--- config.mk ---
export PLATFORM = sky130hd
export DESIGN_NAME = memory_arbiter
export DESIGN_NICKNAME = d
export VERILOG_FILES = /design/src/rtl/memory_arbiter_pkg.sv /design/src/rtl/memory_arbiter_read_tag_pipe.sv /design/src/rtl/memory_arbiter.sv
export SDC_FILE = /design/constraint.sdc
export NUM_CORES = 1
export LEC_CHECK = 0
export ABC_AREA = 1
export CAP_MARGIN = 10
export CORE_AREA = 3 3 114 116
export DETAILED_ROUTE_END_ITERATION = 8
export DIE_AREA = 0 0 117 119
export PLACE_DENSITY_LB_ADDON = 0.3
export REMOVE_ABC_BUFFERS = 1
export SETUP_SLACK_MARGIN = 0.2
export SLEW_MARGIN = 15
export SYNTH_ARGS = -nofsm -noshare
export SYNTH_HDL_FRONTEND = slang
export SYNTH_SLANG_ARGS = --single-unit
--- constraint.sdc ---
create_clock -name clk -period 3.93 [get_ports clk]
set_clock_uncertainty 0.2 [all_clocks]
set_input_delay 0.393 -clock clk [delete_from_list [all_inputs] [get_ports clk]]
set_output_delay 0.393 -clock clk [all_outputs]
set_load 0.02 [all_outputs]
--- src/rtl/memory_arbiter_pkg.sv ---
// Shared types for the data-memory bus arbiter: requester identity and the
// per-stage read tag carried alongside an outstanding read.
package mem_arb_pkg;

  typedef enum logic {
    OWNER_CPU = 1'b0,
    OWNER_DMA = 1'b1
  } owner_e;

  typedef struct packed {
    logic   valid;
    owner_e owner;
  } read_tag_t;

  localparam int STARVE_CNT_W = 4;

endpackage

--- src/rtl/memory_arbiter_read_tag_pipe.sv ---
// Fixed-depth shift register of read tags; the last stage lines up with the
// cycle in which the memory returns data for the tagged read.
module read_tag_pipe
  import mem_arb_pkg::*;
#(
  parameter int DEPTH = 1
) (
  input  logic      clk,
  input  logic      rst,
  input  read_tag_t tag_i,
  output read_tag_t tag_o
);

  read_tag_t stage_q [DEPTH];

  always_ff @(posedge clk) begin
    if (rst) begin
      for (int i = 0; i < DEPTH; i++) begin
        stage_q[i] <= '0;
      end
    end else begin
      stage_q[0] <= tag_i;
      for (int i = 1; i < DEPTH; i++) begin
        stage_q[i] <= stage_q[i-1];
      end
    end
  end

  assign tag_o = stage_q[DEPTH-1];

endmodule

--- src/rtl/memory_arbiter.sv ---
// Two-requester arbiter for the data-memory bus: fixed CPU priority with a
// starvation limit for DMA, and read responses routed back by owner tag.
module memory_arbiter
  import mem_arb_pkg::*;
#(
  parameter int DATA_W       = 32,
  parameter int ADDR_W       = 32,
  parameter int READ_LATENCY = 1,
  parameter int STARVE_LIMIT = 4
) (
  input  logic              clk,
  input  logic              rst,
  input  logic              cpu_req,
  input  logic              cpu_we,
  input  logic [ADDR_W-1:0] cpu_address,
  input  logic [DATA_W-1:0] cpu_wdata,
  output logic              cpu_gnt,
  output logic              cpu_rvalid,
  output logic [DATA_W-1:0] cpu_rdata,
  input  logic              dma_req,
  input  logic              dma_we,
  input  logic [ADDR_W-1:0] dma_address,
  input  logic [DATA_W-1:0] dma_wdata,
  output logic              dma_gnt,
  output logic              dma_rvalid,
  output logic [DATA_W-1:0] dma_rdata,
  output logic              bus_valid,
  output logic              bus_we,
  output logic [ADDR_W-1:0] bus_address,
  output logic [DATA_W-1:0] bus_wdata,
  input  logic [DATA_W-1:0] bus_rdata
);

  localparam logic [STARVE_CNT_W-1:0] STARVE_MAX = STARVE_CNT_W'(STARVE_LIMIT);

  logic [STARVE_CNT_W-1:0] starve_cnt_q, starve_cnt_d;
  read_tag_t               tag_in, tag_out;

  // Grants are suppressed during reset so nothing reaches the bus or the tag pipe.
  always_comb begin
    cpu_gnt = 1'b0;
    dma_gnt = 1'b0;
    if (!rst) begin
      if (cpu_req && dma_req) begin
        if (starve_cnt_q == STARVE_MAX) dma_gnt = 1'b1;
        else                            cpu_gnt = 1'b1;
      end else begin
        cpu_gnt = cpu_req;
        dma_gnt = dma_req;
      end
    end
  end

  always_comb begin
    starve_cnt_d = '0;
    if (dma_req && !dma_gnt) begin
      starve_cnt_d = (starve_cnt_q == STARVE_MAX) ? starve_cnt_q : starve_cnt_q + 1'b1;
    end
  end

  always_ff @(posedge clk) begin
    if (rst) starve_cnt_q <= '0;
    else     starve_cnt_q <= starve_cnt_d;
  end

  always_comb begin
    bus_valid   = cpu_gnt | dma_gnt;
    bus_we      = 1'b0;
    bus_address = '0;
    bus_wdata   = '0;
    if (cpu_gnt) begin
      bus_we      = cpu_we;
      bus_address = cpu_address;
      bus_wdata   = cpu_wdata;
    end else if (dma_gnt) begin
      bus_we      = dma_we;
      bus_address = dma_address;
      bus_wdata   = dma_wdata;
    end
  end

  always_comb begin
    tag_in.valid = bus_valid && !bus_we;
    tag_in.owner = dma_gnt ? OWNER_DMA : OWNER_CPU;
  end

  read_tag_pipe #(
    .DEPTH (READ_LATENCY)
  ) u_tag_pipe (
    .clk   (clk),
    .rst   (rst),
    .tag_i (tag_in),
    .tag_o (tag_out)
  );

  always_comb begin
    cpu_rvalid = !rst && tag_out.valid && (tag_out.owner == OWNER_CPU);
    dma_rvalid = !rst && tag_out.valid && (tag_out.owner == OWNER_DMA);
    cpu_rdata  = cpu_rvalid ? bus_rdata : '0;
    dma_rdata  = dma_rvalid ? bus_rdata : '0;
  end

endmodule

==> out/metrics.yaml <==
drv_slew: 0
wirelength_mm: 11.0
vias: 3062
synthMuxAreaShare_pct: 0
fmax_mhz: 315
holdBufCountCts: 0
worstPathMaxFanout: 45
worstSkewPairLatency_ns: 0.23
multi_input_area_mm2: 0.00114
final.setup.tns_ns: 0
power_density_mw_per_mm2: 145
critPathRequiredTime_ns: 3.34
final_common_cell: "clkdlybuf4s50_1"
drc: 0
die_h_um: 119
path_class: "in2out"
synth_xor_xnor_area_share_pct: 1.13
antenna_left: 0
gr-total-overflow: 0
yosys.area_share.simple_pct: 68.6
antenna_found_initial: 2
leakage_nw: 2.18
crit_arrival_ns: 2.58
ir_worst_vdd_uv: 94.1
regArea_um2: 120
slew_headroom_pct: 39.9
yosysTopAreaCell: "nand2_1"
crit_path_start_kind: "input port"
area_growth_pct: 204
num_rows: 40
layout.nets: 808
drtPass1Iterations: 4
post-route-period-util_pct: 80.8
synth_area_leaders: "nand2_1 48%, nor2_1 17%, inv_1 9.9%"
max_slew.worst_pin.slew_ns: 0.901
final_cell_mix: "299 x clkdlybuf4s50_1, 197 x nand2_1, 70 x nor2_1"
first_global_vias: 2922
finalHoldViolCount: 0
viasPerCell: 3.90
rsz0062_at_grt: "no"
min_period_ns: 3.18
numPortBuffers: 299
place_ws_ns: 0.707
cts_sinks: 6
end_kind: "output pin"
netlist.area_leader.share_pct: 47.8
num-fill-cells: 1281
ys_warn_count: 0
grt_pass1_wl_mm: 15.1
core_area_mm2: 0.0120
outcome: "complete, no violations"
synth_fa_ha_area_share_pct: 1.62
cts_max_level: 1
drtIter0Drc: 75
fp.dieArea_mm2: 0.0139
cts_buffers: 3
grt_max_degree: 66
fin_ws_ns: 0.754
drv_cap: 0
grt_usage_pct: 13.9
drive_above_1_share_pct: 1.88
synth-compound-area-share_pct: 1.54
die_w_um: 117
reg2reg_from: "starve_cnt_q[0]$_SDFFE_PP0P_"
cts_buffer_depth: 2
yosysSeqAreaShare_pct: 7.76
finalSetupViolCount: 0
hp-start: "starve_cnt_q[0]$_SDFFE_PP0P_"
wl_per_cell_um: 14.0
dp_hpwl_mm: 9.67
post_cts_buffers: 0
clk_pin_slew_ns: 0.03
gp_congestion: 0.880
synth_top_family_by_area: "simple AND/OR/NAND/NOR gates"
syn_inst: 352
num_io_pins: 300
cts.root.buffer_cell: "clkbuf_16"
timing.critical_path.from: "rst"
synth.distinct_cells: 19
synth_seq_cells: 6
syn_avg_cell_area_um2: 4.40
syn_area_mm2: 0.00155
utilization_pct: 39.2
initial_utilization_pct: 12.9
worstHoldPathType: "reg2reg"
ctsResizeCount: 0
cts_tree: "built"
## report_power, final
part           total (mW)  leakage [nW]  internal [mW]  switching (mW)
Sequential         0.0643        0.0490         0.0632         0.00113
Combinational       0.456          2.09          0.264           0.192
Clock               0.164        0.0370          0.131          0.0337
Total               0.685          2.18          0.458           0.227
## registers in the layout, indices dropped and copies added (netlist names)
name and flops:
u_tag_pipe.stage_q 2, starve_cnt_q 4
## metrics by stage
stage               hold slack, ns  area (µm²)  power (mW)  cells
CTS                          0.269        4710       0.694    785
global placement             0.246        4630       0.523    782
global route                 0.295        4710       0.723    786
floorplan                    0.230        1410       0.216    332
detailed placement           0.261        4630       0.524    782
finish                       0.260        4710       0.685    786
## worst max-delay path: stages
cell and delay, ns:
clkdlybuf4s50_1 0.48, nor2_2 0.23, a21boi_4 0.22, buf_4 0.40, nand2_1 0.09, nand2_1 0.12, clkdlybuf4s50_1 0.63
## metal layers
| metal | GRT usage, % | share of wire [%] | vias up |
|---|---|---|---|
| met5 | 0 | 0.12 | - |
| met4 | 2.65 | 1.1 | 2 |
| met3 | 5.69 | 13 | 8 |
| met2 | 27.3 | 52 | 192 |
| met1 | 13.2 | 34 | 1277 |
| li1 | - | - | 1583 |
## synthesized netlist by cell type
| cell type | n |
|---|---|
| inv_2 | 1 |
| clkbuf_1 | 6 |
| buf_2 | 2 |
| inv_1 | 41 |
| dfxtp_1 | 6 |
| xor2_1 | 1 |
| nand4_1 | 2 |
| nor2_2 | 2 |
| nand2_1 | 197 |
| a21oi_1 | 1 |
| a21boi_0 | 1 |
| buf_4 | 7 |
| nand3_1 | 5 |
| buf_6 | 5 |
| ha_1 | 2 |
| a21boi_2 | 1 |
| nor2_1 | 70 |
| nand3_2 | 1 |
| xnor2_1 | 1 |
## area by class of cell
cell class / instances / area share [%]
repair buffers: 303 / 64.4
multi-input cells: 284 / 24.1
well taps: 147 / 3.90
inverters: 42 / 3.35
flip-flops and latches: 6 / 2.55
clock buffers: 3 / 1.59
diodes: 1 / 0.0531
## final timing paths
kind	slack (ns)	endpoint	cells past startpoint
worst max-delay path	0.75	bus_wdata[21]	7
worst min-delay path	0.26	starve_cnt_q[0]$_SDFFE_PP0P_	1
worst max register to register	2.55	u_tag_pipe.stage_q[0][1]$_SDFF_PP0_	7
worst min register to register	0.26	starve_cnt_q[0]$_SDFFE_PP0P_	1
## cells by family after synthesis
group,Yosys count
and+or+nand+nor,277
buffers and inverters,62
DFF,6
AOI/OAI and AO/OA,3
xor gates and xnor gates,2
adders and majority gates,2
(Power assumes the default switching activity.)
